File: config.mk
export PLATFORM = sky130hd
export DESIGN_NAME = demux1to2_reg_flat
export DESIGN_NICKNAME = d
export VERILOG_FILES = /design/src/rtl/demux1to2_reg_if.sv /design/src/rtl/demux1to2_reg.sv /design/src/flat_wrapper.sv
export SDC_FILE = /design/constraint.sdc
export NUM_CORES = 1
export LEC_CHECK = 0
export ABC_AREA = 1
export BUFFER_PORTS_ARGS = -buffer_cell sky130_fd_sc_hd__clkbuf_2
export CELL_PAD_IN_SITES_DETAIL_PLACEMENT = 1
export CELL_PAD_IN_SITES_GLOBAL_PLACEMENT = 1
export CORE_AREA = 2 2 51 53
export DETAILED_ROUTE_END_ITERATION = 10
export DIE_AREA = 0 0 53 55
export PLACE_DENSITY = 0.8
export RECOVER_POWER = 25
export SLEW_MARGIN = 20
export SYNTH_ARGS = -nofsm -noshare
export SYNTH_HDL_FRONTEND = slang
export SYNTH_SLANG_ARGS = --single-unit
File: constraint.sdc
create_clock -name clk -period 2.3 [get_ports clk]
set_clock_uncertainty 0.15 [all_clocks]
set_input_delay 0.46 -clock clk [delete_from_list [all_inputs] [get_ports clk]]
set_output_delay 0.46 -clock clk [all_outputs]
set_load 0.01 [all_outputs]
File: src/rtl/demux1to2_reg_if.sv
// demux1to2_reg_if
// Bundles the input stream and both output channels of demux1to2_reg.
//
// Handshake rule for every channel (in, q0, q1): a word moves on a rising
// clock edge where valid and ready are both 1. A source keeps its word and
// valid stable until that edge. Ready may depend combinationally on the
// sink's own state, but never on the matching valid.
//
// Modports:
//   slave  - the demux itself (receives in_*, drives q0*/q1*)
//   master - the surrounding producer/consumers
//
// Signals:
//   in_valid, in_ready, in_data, s   input stream plus channel select
//   q0_valid, q0_ready, q0           channel 0 output
//   q1_valid, q1_ready, q1           channel 1 output
interface demux1to2_reg_if #(
  parameter int WIDTH = 8
);
  logic             in_valid;
  logic             in_ready;
  logic [WIDTH-1:0] in_data;
  logic             s;
  logic             q0_valid;
  logic             q0_ready;
  logic [WIDTH-1:0] q0;
  logic             q1_valid;
  logic             q1_ready;
  logic [WIDTH-1:0] q1;

  modport slave (
    input  in_valid, in_data, s, q0_ready, q1_ready,
    output in_ready, q0_valid, q0, q1_valid, q1
  );

  modport master (
    output in_valid, in_data, s, q0_ready, q1_ready,
    input  in_ready, q0_valid, q0, q1_valid, q1
  );
endinterface

File: src/rtl/demux1to2_reg.sv
// demux1to2_reg
// Registered 1-to-2 demultiplexer with valid/ready handshaking. One input
// stream is steered by s to one of two single-entry output registers. Each
// channel drains and stalls independently.
//
// Optional feature (macro DEMUX_CNT_EN): per-channel counters of completed
// output handshakes, with a synchronous clear.
//
// Ports:
//   clk      rising-edge clock
//   rst_n    asynchronous active-low reset
//   bus      demux1to2_reg_if.slave (in_*, s, q0*, q1*)
//   cnt_clr  (DEMUX_CNT_EN) synchronous clear of both counters
//   cnt0     (DEMUX_CNT_EN) completed channel 0 output handshakes
//   cnt1     (DEMUX_CNT_EN) completed channel 1 output handshakes
//
// Slot state per channel is its valid flag: 0 = EMPTY, 1 = FULL. The flags
// are visible directly on bus.q0_valid / bus.q1_valid.
module demux1to2_reg #(
  parameter int WIDTH = 8,
  parameter int CNT_W = 16
) (
  input  logic                  clk,
  input  logic                  rst_n,
  demux1to2_reg_if.slave        bus
`ifdef DEMUX_CNT_EN
  ,
  input  logic                  cnt_clr,
  output logic [CNT_W-1:0]      cnt0,
  output logic [CNT_W-1:0]      cnt1
`endif
);

  // Current slot state and data
  logic             v0_q, v1_q;
  logic [WIDTH-1:0] d0_q, d1_q;

  // Next slot state and data
  logic             v0_n, v1_n;
  logic [WIDTH-1:0] d0_n, d1_n;

  // Handshake terms
  logic in_ready_c;
  logic load0, load1;
  logic drain0, drain1;

  // State register
  always_ff @(posedge clk or negedge rst_n) begin
    if (!rst_n) begin
      v0_q <= 1'b0;
      v1_q <= 1'b0;
      d0_q <= '0;
      d1_q <= '0;
    end else begin
      v0_q <= v0_n;
      v1_q <= v1_n;
      d0_q <= d0_n;
      d1_q <= d1_n;
    end
  end

  // Next-state logic. A load wins over a drain on the same channel, so a
  // channel that is drained and reloaded in one cycle stays FULL and passes
  // one word per cycle.
  always_comb begin
    load0  = bus.in_valid & in_ready_c & ~bus.s;
    load1  = bus.in_valid & in_ready_c &  bus.s;
    drain0 = v0_q & bus.q0_ready;
    drain1 = v1_q & bus.q1_ready;

    v0_n = load0 | (v0_q & ~drain0);
    v1_n = load1 | (v1_q & ~drain1);

    // Data only changes on a load; a drained slot keeps its last word.
    d0_n = load0 ? bus.in_data : d0_q;
    d1_n = load1 ? bus.in_data : d1_q;
  end

  // Output logic. in_ready looks only at the selected slot, so a stalled
  // channel never blocks traffic headed for the other one.
  always_comb begin
    in_ready_c   = bus.s ? (~v1_q | bus.q1_ready) : (~v0_q | bus.q0_ready);
    bus.in_ready = in_ready_c;
    bus.q0_valid = v0_q;
    bus.q1_valid = v1_q;
    bus.q0       = d0_q;
    bus.q1       = d1_q;
  end

`ifdef DEMUX_CNT_EN
  // Handshakes are captured first and added on the following edge. A clear
  // also drops a captured handshake, so clearing in the same cycle as a
  // transfer leaves the counter at 0.
  logic hs0_q, hs1_q;

  always_ff @(posedge clk or negedge rst_n) begin
    if (!rst_n) begin
      hs0_q <= 1'b0;
      hs1_q <= 1'b0;
      cnt0  <= '0;
      cnt1  <= '0;
    end else if (cnt_clr) begin
      hs0_q <= 1'b0;
      hs1_q <= 1'b0;
      cnt0  <= '0;
      cnt1  <= '0;
    end else begin
      hs0_q <= drain0;
      hs1_q <= drain1;
      cnt0  <= cnt0 + CNT_W'(hs0_q);
      cnt1  <= cnt1 + CNT_W'(hs1_q);
    end
  end
`endif

endmodule

File: src/flat_wrapper.sv
// flat-port wrapper written by rule: the top's interface ports become plain ports
module demux1to2_reg_flat 
#(
  parameter int WIDTH = 8,
  parameter int CNT_W = 16
)
  (clk, rst_n, bus_in_valid, bus_in_data, bus_s, bus_q0_ready, bus_q1_ready, bus_in_ready, bus_q0_valid, bus_q0, bus_q1_valid, bus_q1);
  demux1to2_reg_if #(.WIDTH(WIDTH)) bus_i ();
  input  logic clk;
  input  logic rst_n;
  input wire logic [$bits(bus_i.in_valid)-1:0] bus_in_valid;
  input wire logic [$bits(bus_i.in_data)-1:0] bus_in_data;
  input wire logic [$bits(bus_i.s)-1:0] bus_s;
  input wire logic [$bits(bus_i.q0_ready)-1:0] bus_q0_ready;
  input wire logic [$bits(bus_i.q1_ready)-1:0] bus_q1_ready;
  output wire logic [$bits(bus_i.in_ready)-1:0] bus_in_ready;
  output wire logic [$bits(bus_i.q0_valid)-1:0] bus_q0_valid;
  output wire logic [$bits(bus_i.q0)-1:0] bus_q0;
  output wire logic [$bits(bus_i.q1_valid)-1:0] bus_q1_valid;
  output wire logic [$bits(bus_i.q1)-1:0] bus_q1;
  assign bus_i.in_valid = bus_in_valid;
  assign bus_i.in_data = bus_in_data;
  assign bus_i.s = bus_s;
  assign bus_i.q0_ready = bus_q0_ready;
  assign bus_i.q1_ready = bus_q1_ready;
  assign bus_in_ready = bus_i.in_ready;
  assign bus_q0_valid = bus_i.q0_valid;
  assign bus_q0 = bus_i.q0;
  assign bus_q1_valid = bus_i.q1_valid;
  assign bus_q1 = bus_i.q1;
  demux1to2_reg #(.WIDTH(WIDTH), .CNT_W(CNT_W)) u_core (.clk(clk), .rst_n(rst_n), .bus(bus_i));
endmodule
==> reports/qor.yml, run 1 <==
slew_headroom_pct: 35.4
first_pass_iters: 4
drtAntennaViolNets: 0
ff2ff_setup_slack_ns: 0.98
ir_drop_v: 0.000392
avgRoutedWirePerCell_um: 12.8
power.total_mw: 0.753
synth-adder-area-share_pct: 0
whs_path_depth: 3
worst_pin_slew_ns: 0.969
dp_cells: 140
drtIter0Drc: 11
rr_worst_depth: 4
fp-row-count: 18
fin_nets: 130
grt_antenna_before_repair: 0
numCtsBuffers: 3
die_h_um: 55
postCtsSetupBuffers: 0
clock_path_buffers: 2
h-tree-depth: 1
fin_crit_sh_pct: 82.9
stdcell_count: 145
ios: 33
arrival_ns: 1.30
yosysSeqAreaShare_pct: 55.9
start_util_pct: 34.1
grt.overflow.total: 0
routed_via_density: 4.83
cp_max_fo: 11
dieArea_um2: 2920
grt_first_pass_wirelength_um: 2950
cp.required_ns: 1.69
rsz0062_at_grt: "false"
critical_path_class: "reg2out"
synthesis.area_um2: 806
dieWidth_um: 53
powerDensity_nw_per_um2: 764
areaGrowthSynthToFinish_pct: 22.4
cts_tree: "done"
cts_sinks: 18
portBuffers: 32
slew_violations: 0
synth-warning-count: 0
hold_viol_final: 0
layout_common_cells: "nand2_1 (39), clkbuf_2 (31), dfrtp_1 (18)"
status: "completed"
fin_area_um2: 986
grt_pass1_vias: 683
dpl.hpwl_um: 1460
mostFrequentLayoutCell: "nand2_1"
drt_wl_total_um: 1860
fin_hold_ws_ns: 0.274
clock-root-buffer: "clkbuf_4"
maxCapViolCount: 0
min-delay-start: "bus_in_data[3]"
clkLatencyLatePin_ns: 0.29
grt.total_usage_pct: 14.1
min_path_type: "in2reg"
vias: 701
synth.avg_cell_area_um2: 9.71
max_freq_mhz: 525
drc: 0
syn-num-nets: 97
setup_violations: 0
grt_max_degree: 19
start_kind: "flip-flop"
ys_ff_latch: 18
postSynthCellCount: 83
min_to: "u_core.bus.q0[3]"
yosys.area_share.simple_pct: 35.6
finalSetupTns_ns: 0
min_period_ns: 1.91
diodes: 0
synth_compound_area_share_pct: 0
synthXorXnorAreaFrac_pct: 0
r2r-end: "u_core.bus.q0[5]"
p_leak_nw: 0.561
routabilityCongestion: 0.691
synth.distinct_cells: 10
synth.area.mux_share_pct: 0
layout-drive-gt1-share_pct: 33.0
place_area_um2: 946
path_clk_slew_ns: 0.10
core_um2: 2360
endpoint_kind: "output port"
worstReg2RegStart: "u_core.bus.q0_valid"
synth_top_family_by_area: "simple AND/OR/NAND/NOR gates"
## state kept, by name, summed over array words and instances (netlist names)
register             count
u_core.bus.q0            8
u_core.bus.q0_valid      1
u_core.bus.q1            8
u_core.bus.q1_valid      1
## power breakdown
part	internal [mW]	switching, mW
registers	0.364	0.0266
logic	0.0661	0.104
clock network	0.0963	0.0960
total	0.527	0.227
## worst max-delay path by stage
stage,cells past startpoint,slack (ns),startpoint,endpoint
floorplan,5,0.83,bus_q1_ready,bus_in_ready
global placement,5,0.61,bus_s,bus_in_ready
detailed placement,5,0.56,bus_s,bus_in_ready
CTS,4,0.49,u_core.bus.q0_valid,bus_in_ready
global route,4,0.28,u_core.bus.q0_valid,bus_in_ready
finish,4,0.39,u_core.bus.q0_valid,bus_in_ready
## synthesized netlist by cell type
cell,number,share of area [%]
nand3_4,2,4.3
nand2_2,2,1.6
buf_4,2,1.9
buf_12,1,2.5
inv_1,2,0.93
buf_6,2,2.8
dfrtp_1,18,56
nand2_1,37,17
nand4_1,16,12
inv_2,1,0.47
## through the flow
| step | setup slack (ns) | utilization [%] |
|---|---|---|
| final | 0.394 | 41.7 |
| after global routing | 0.277 | 41.7 |
| after CTS | 0.488 | 42.0 |
| after detailed placement | 0.560 | 40.0 |
| after global placement | 0.608 | 40.0 |
| after floorplan | 0.829 | - |
## critical path, stage by stage (launching register included)
cell	delay [ns]
dfrtp_1	0.40
nand2_1	0.31
nand2_1	0.10
nand2_1	0.07
clkbuf_2	0.12
## layer usage
metal | part of all wire (%) | vias up | global-route usage, %
li1 | - | 344 | -
met1 | 42 | 335 | 17.0
met2 | 51 | 20 | 24.6
met3 | 6.5 | 2 | 2.69
met4 | 0.48 | 0 | 6.41
met5 | 0 | - | 0
## logic make-up after synthesis
logic type,Yosys count
and+or+nand+nor,57
DFF,18
buffers and inverters,8
## final cells by class
class / count / area, µm²
Timing Repair Buffer: 33 / 169
Fill cell: 298 / 1380
Inverter: 3 / 11.3
Clock buffer: 4 / 36.3
Sequential cell: 18 / 450
Tap cell: 30 / 37.5
Multi-Input combinational cell: 57 / 282
## what timing repair did
item / in CTS / in global routing
hold buffers: 1 / 0
gates resized for setup: 0 / 0
endpoints found under the hold margin: 18 / 0
(Power assumes the default switching activity.)
==> inputs of run 2 (changes only) <==
--- a/config.mk
+++ b/config.mk
@@ -9,10 +9,10 @@
 export BUFFER_PORTS_ARGS = -buffer_cell sky130_fd_sc_hd__clkbuf_2
 export CELL_PAD_IN_SITES_DETAIL_PLACEMENT = 1
 export CELL_PAD_IN_SITES_GLOBAL_PLACEMENT = 1
-export CORE_AREA = 2 2 51 53
+export CORE_AREA = 2 2 53 55
 export DETAILED_ROUTE_END_ITERATION = 10
-export DIE_AREA = 0 0 53 55
-export PLACE_DENSITY = 0.8
+export DIE_AREA = 0 0 55 57
+export PLACE_DENSITY = 0.75
 export RECOVER_POWER = 25
 export SLEW_MARGIN = 20
 export SYNTH_ARGS = -nofsm -noshare
==> constraint.sdc (replaced) <==
create_clock -name clk -period 1.8 [get_ports clk]
set_clock_uncertainty 0.15 [all_clocks]
set_input_delay 0.36 -clock clk [delete_from_list [all_inputs] [get_ports clk]]
set_output_delay 0.36 -clock clk [all_outputs]
set_load 0.01 [all_outputs]
==> reports/qor.yml, run 2 (synthesis results as in run 1) <==
drc: 0  # unchanged
endpoint_kind: "output port"  # unchanged
grt_antenna_before_repair: 0  # unchanged
slew_headroom_pct: 34.2  # was 35.4%
critical_path_class: "reg2out"  # unchanged
fill_cells: 337  # was 298
path_buf_inv: 1  # unchanged
cts_resized: 0  # unchanged
clkPwrFrac_pct: 21.6  # was 25.5%
die_h_um: 57  # was 55 µm
dieWidth_um: 55  # was 53 µm
p_leak_nw: 0.555  # was 0.561 nW
max_freq_mhz: 598
grt_max_degree: 19  # unchanged
fin_ws_ns: 0.129  # was 0.394 ns
diodes: 0  # unchanged
start_kind: "flip-flop"  # unchanged
ir_drop_v: 0.000445  # was 0.000392 V
stdcell_count: 145  # unchanged
mostFrequentLayoutCell: "nand2_1"  # unchanged
drtIter0Drc: 4  # was 11
multi_input_area_um2: 287  # was 282 µm²
rsz0062_at_grt: "false"  # unchanged
combPwrFrac_pct: 24.0  # was 22.6%
min_period_ns: 1.67
fin_area_um2: 978  # was 986 µm²
clock_path_buffers: 2  # unchanged
sequentialPowerShare_pct: 54.4  # was 51.9%
cts_sinks: 18  # unchanged
clkLatencyLatePin_ns: 0.29  # about the same
grt_first_pass_wirelength_um: 3220  # was 2950 µm
core_um2: 2620  # was 2360 µm²
cts_tree: "done"  # unchanged
hold_viol_final: 0  # unchanged
cp_max_fo: 11  # unchanged
maxCapViolCount: 0  # unchanged
clock-root-buffer: "clkbuf_4"  # unchanged
intPower_mw: 0.628  # was 0.527 mW
portBuffers: 32  # unchanged
powerDensity_nw_per_um2: 937  # was 764 nW/µm²
arrival_ns: 1.16  # was 1.30 ns
crit_family: "flip-flops"  # was simple AND/OR/NAND/NOR gates
netSwitchingFraction_pct: 31.5  # was 30.1%
seq_area_um2: 450  # unchanged
fin_nets: 130  # unchanged
finalSetupTns_ns: 0  # unchanged
min_path_type: "in2reg"  # unchanged
setup_violations: 0  # unchanged
dpl.hpwl_um: 1490  # was 1460 µm
h-tree-depth: 1  # unchanged
fin_hold_ws_ns: 0.166  # was 0.274 ns
path_clk_slew_ns: 0.10  # about the same
fin_crit_sh_pct: 92.9
avgRoutedWirePerCell_um: 13.6  # was 12.8 µm
routabilityCongestion: 0.733  # was 0.691
ios: 33  # unchanged
cp.required_ns: 1.29  # was 1.69 ns
grt.total_usage_pct: 13.7  # was 14.1%
fp-row-count: 19  # was 18
layout_common_cells: "nand2_1 (37), clkbuf_2 (31), dfrtp_1 (18)"  # was nand2_1 (39), clkbuf_2 (31), dfrtp_1 (18)
critPathMaxStageDelay_ns: 0.39  # was 0.40 ns
drtAntennaViolNets: 0  # unchanged
layout-drive-gt1-share_pct: 34.2  # was 33.0%
grt_pass1_vias: 719  # was 683
drt_wl_total_um: 1970  # was 1860 µm
vias: 703  # was 701
start_util_pct: 30.8  # was 34.1%
slew_violations: 0  # unchanged
slowest_stage: "dfrtp_1"  # unchanged
routed_via_density: 4.85  # was 4.83
numCtsBuffers: 3  # unchanged
worst_pin_slew_ns: 0.988  # was 0.969 ns
status: "completed"  # unchanged
grt.overflow.total: 0  # unchanged
areaGrowthSynthToFinish_pct: 21.4  # was 22.4%
first_pass_iters: 3  # was 4
dieArea_um2: 3140  # was 2920 µm²
dp_cells: 141  # was 140
place_area_um2: 947  # was 946 µm²
crit_chain: "nand2_2 -> nand2_1 -> nand2_1 -> clkbuf_2"  # was nand2_1 -> nand2_1 -> nand2_1 -> clkbuf_2
p_switching_mw: 0.289  # was 0.227 mW
pre_cts_slack_ns: 0.274  # was 0.560 ns
cp_common_cell: "nand2_1"  # unchanged
-- run 2: changes by cell type in the layout (fill, tap and decap cells not counted) --
cell | previous run | this run
nand2_2 | 0 | 2
clkbuf_8 | 1 | 0
nand2_1 | 39 | 37
-- run 2: power by group through the flow --
stage	clock [mW]	combinational [mW]	sequential, mW
2_1_floorplan	0	0.0956	0.536
3_3_place_gp	0	0.216	0.505
3_5_place_dp	0	0.221	0.509
4_1_cts	0.208	0.226	0.500
5_1_grt	0.216	0.248	0.507
6_report	0.198	0.220	0.499
-- run 2: worst paths after layout --
path | cells past startpoint | end | startpoint | slack, ns
setup reg to reg | 4 | u_core.bus.q1[6] | u_core.bus.q1_valid | 0.64
hold / removal | 3 | u_core.bus.q0[6] | bus_in_data[6] | 0.17
hold reg to reg | 2 | u_core.bus.q1[1] | u_core.bus.q1[1] | 0.34
setup / recovery | 4 | bus_in_ready | u_core.bus.q1_valid | 0.13
max in group asynchronous | 2 | u_core.bus.q1[1] | rst_n | 0.31
min in group asynchronous | 2 | u_core.bus.q0[2] | rst_n | 0.59
-- run 2: final cells by class --
class	count	area share, %
multi-input combinational	57	29.3
inverter	3	1.15
sequential	18	46.0
tap	31	3.96
timing repair buffer	33	17.3
clock buffer	3	2.30
-- run 2: worst register-to-register path: cells and delay by family (launching register included) --
family | cells | cell delay, ns
and+or+nand+nor | 4 | 0.51
DFF | 1 | 0.39
-- run 2: timing repair --
item,CTS,global route
hold buffers,1,0
hold endpoints to repair,18,0
setup buffers,0,0
-- run 2: routing by layer --
metal  track usage (%)  vias to the layer above  routed length [µm]
li1                  -                      342                   -
met1              18.8                      337                 832
met2              21.4                       22                 938
met3              3.93                        2                 180
met4              3.14                        0                  16
met5                 0                        -                   0
-- run 2: per-stage QoR --
| step | util, % | power, mW |
|---|---|---|
| 4_1_cts | 37.5 | 0.934 |
| 5_1_grt | 37.4 | 0.971 |
| 3_5_place_dp | 36.2 | 0.730 |
| 6_report | 37.4 | 0.917 |
| 3_3_place_gp | 36.2 | 0.722 |
| 2_1_floorplan | - | 0.631 |
==> inputs of run 3 (changes only) <==
--- a/config.mk
+++ b/config.mk
@@ -5,14 +5,13 @@
 export SDC_FILE = /design/constraint.sdc
 export NUM_CORES = 1
 export LEC_CHECK = 0
-export ABC_AREA = 1
 export BUFFER_PORTS_ARGS = -buffer_cell sky130_fd_sc_hd__clkbuf_2
 export CELL_PAD_IN_SITES_DETAIL_PLACEMENT = 1
 export CELL_PAD_IN_SITES_GLOBAL_PLACEMENT = 1
-export CORE_AREA = 2 2 53 55
+export CORE_AREA = 2 2 50 52
 export DETAILED_ROUTE_END_ITERATION = 10
-export DIE_AREA = 0 0 55 57
-export PLACE_DENSITY = 0.75
+export DIE_AREA = 0 0 52 54
+export PLACE_DENSITY = 0.73
 export RECOVER_POWER = 25
 export SLEW_MARGIN = 20
 export SYNTH_ARGS = -nofsm -noshare
==> reports/qor.yml, run 3 <==
critPathMaxStageDelay_ns: 0.40  # was 0.39 ns
p_leak_nw: 0.479  # was 0.555 nW
drtAntennaViolNets: 0  # unchanged
dieArea_um2: 2810  # was 3140 µm²
ios: 33  # unchanged
synth_edf_count: 0  # unchanged
routed_via_density: 4.52  # was 4.85
synth.distinct_cells: 13  # was 10
synth.avg_cell_area_um2: 16.4  # was 9.71 µm²
rsz0062_at_grt: "false"  # unchanged
drtIter0Drc: 0  # was 4
powerDensity_nw_per_um2: 1010  # was 937 nW/µm²
cts_tree: "done"  # unchanged
dpl.hpwl_um: 1130  # was 1490 µm
synthXorXnorAreaFrac_pct: 0  # unchanged
min_period_ns: 1.66  # was 1.67 ns
maxCapViolCount: 0  # unchanged
cp.required_ns: 1.29  # about the same
path_clk_slew_ns: 0.10  # about the same
routabilityCongestion: 0.625  # was 0.733
synth-warning-count: 0  # unchanged
min_path_type: "in2reg"  # unchanged
async_flop_share_pct: 100  # unchanged
first_pass_iters: 1  # was 3
yosys.area_share.simple_pct: 10.9  # was 35.6%
arrival_ns: 1.15  # was 1.16 ns
crit_chain: "nand2b_2 -> nor2_1 -> a21oi_1 -> clkbuf_2"  # was nand2_2 -> nand2_1 -> nand2_1 -> clkbuf_2
drt_wl_total_um: 1410  # was 1970 µm
synth_compound_area_share_pct: 1.38  # was 0%
hold_viol_final: 0  # unchanged
drc: 0  # unchanged
grt_antenna_before_repair: 0  # unchanged
postCtsSetupBuffers: 0  # unchanged
ys_ff_latch: 18  # unchanged
start_util_pct: 31.2  # was 30.8%
synth_top_area_share_pct: 62.3  # was 55.9%
portBuffers: 32  # unchanged
layout-drive-gt1-share_pct: 65.4  # was 34.2%
h-tree-depth: 1  # unchanged
critical_path_class: "reg2out"  # unchanged
synthesis.area_um2: 723  # was 806 µm²
syn-num-nets: 58  # was 97
setup_violations: 0  # unchanged
pre_cts_slack_ns: 0.350  # was 0.274 ns
status: "completed"  # unchanged
grt_pass1_vias: 514  # was 719
cts_resized: 0  # unchanged
synth-adder-area-share_pct: 0  # unchanged
vias: 502  # was 703
clock-root-buffer: "clkbuf_4"  # unchanged
postSynthCellCount: 44  # was 83
synthTopCellsByArea: "dfrtp_1 (62%), mux2_2 (20%), mux2_1 (4.7%)"  # was dfrtp_1 (56%), nand2_1 (17%), nand4_1 (12%)
max_freq_mhz: 603  # was 598 MHz
clock_path_buffers: 2  # unchanged
core_um2: 2320  # was 2620 µm²
endpoint_kind: "output port"  # unchanged
grt_first_pass_wirelength_um: 2300  # was 3220 µm
fin_nets: 96  # was 130
slew_headroom_pct: 36.3  # was 34.2%
dieWidth_um: 52  # was 55 µm
synth.area.mux_share_pct: 24.9  # was 0%
diodes: 0  # unchanged
avgRoutedWirePerCell_um: 12.7  # was 13.6 µm
grt_max_degree: 19  # unchanged
synth_top_family_by_area: "multiplexers"  # was simple AND/OR/NAND/NOR gates
synth_top_cell_by_area: "dfrtp_1"  # unchanged
grt.total_usage_pct: 11.6  # was 13.7%
slowest_stage: "dfrtp_1"  # unchanged
cp_max_fo: 3  # was 11
areaGrowthSynthToFinish_pct: 33.6  # was 21.4%
synth_commonest_cells: "dfrtp_1 (18), mux2_2 (13), mux2_1 (3)"  # was nand2_1 (37), dfrtp_1 (18), nand4_1 (16)
post-synth-top-count-cell: "dfrtp_1"  # was nand2_1
start_kind: "flip-flop"  # unchanged
synth-main-ff-cell: "dfrtp_1"  # unchanged
yosysSeqAreaShare_pct: 62.3  # was 55.9%
numCtsBuffers: 3  # unchanged
fill_cells: 262  # was 337
fp-row-count: 18  # was 19
fin_crit_sh_pct: 92.1  # was 92.9%
die_h_um: 54  # was 57 µm
grt.overflow.total: 0  # unchanged
ir_drop_v: 0.000462  # was 0.000445 V
mostFrequentLayoutCell: "clkbuf_2"  # was nand2_1
clkLatencyLatePin_ns: 0.28  # was 0.29 ns
slew_violations: 0  # unchanged
cts_sinks: 18  # unchanged
worst_pin_slew_ns: 0.956  # was 0.988 ns
finalSetupTns_ns: 0  # unchanged
fin_ws_ns: 0.142  # was 0.129 ns
layout_common_cells: "clkbuf_2 (31), dfrtp_1 (18), mux2_2 (13)"  # was nand2_1 (37), clkbuf_2 (31), dfrtp_1 (18)
[run 3: cell types whose count changed after synthesis, moves of 2 or more]
cell	change
buf_6	-2
mux2_1	+3
nand3_4	-2
mux2_2	+13
buf_4	-2
nand2_1	-37
nand4_1	-16
[run 3: final timing paths]
kind                                           from               end  slack, ns  depth (start not counted)
worst max-delay path            u_core.bus.q0_valid      bus_in_ready       0.14                          4
worst max register to register  u_core.bus.q1_valid  u_core.bus.q1[1]       0.45                          3
max in group asynchronous                     rst_n  u_core.bus.q1[1]       0.34                          2
worst min register to register     u_core.bus.q1[4]  u_core.bus.q1[4]       0.34                          1
worst min-delay path                 bus_in_data[3]  u_core.bus.q1[3]       0.16                          2
min in group asynchronous                     rst_n  u_core.bus.q1[3]       0.58                          2
[run 3: final cells by class]
class,count,area [µm²],share of cell area (%)
Sequential cell,18,450,46.6
Timing Repair Buffer,33,169,17.5
Tap cell,30,37.5,3.89
Clock buffer,4,36.3,3.76
Inverter,1,3.75,0.389
Multi-Input combinational cell,25,269,27.8
[run 3: cell families (layout without fill, tap and decap cells)]
kind of cell,count (synthesis),in the layout
muxes,16,16
AOI/OAI and AO/OA,2,2
and+or+nand+nor,7,7
DFF,18,18
buffers and inverters,1,38
[run 3: through the flow]
stage	utilization, %	cells	area [µm²]	power (mW)	hold slack, ns
global route	41.6	111	966	1.04	0.144
floorplan	-	44	723	0.632	-0.0856
detailed placement	39.7	106	921	0.748	0.177
finish	41.6	111	966	0.972	0.164
CTS	41.7	111	967	0.997	0.152
global placement	39.7	106	921	0.737	0.172
[run 3: timing repair]
action,4_1_cts,5_1_grt
setup endpoints to repair,0,0
hold endpoints to repair,18,0
hold buffers,1,0
[run 3: critical path: cells and delay by family (launching register included)]
family,cells,cell delay (ns)
and+or+nand+nor,2,0.17
DFF,1,0.40
buffers and inverters,1,0.16
AOI/OAI and AO/OA,1,0.13
[run 3: metal layers]
metal | track usage [%] | vias up | wire length [µm]
met5 | 0 | - | 0
met4 | 6.58 | 0 | 24
met3 | 2.50 | 4 | 119
met2 | 19.8 | 23 | 692
met1 | 13.3 | 249 | 568
li1 | - | 226 | -
[run 3: power breakdown]
| part | leakage (nW) | switching [mW] | internal (mW) | total [mW] |
|---|---|---|---|---|
| registers | 0.212 | 0.0332 | 0.473 | 0.506 |
| logic | 0.245 | 0.110 | 0.117 | 0.227 |
| clock network | 0.0210 | 0.115 | 0.123 | 0.238 |
| total | 0.479 | 0.258 | 0.713 | 0.972 |
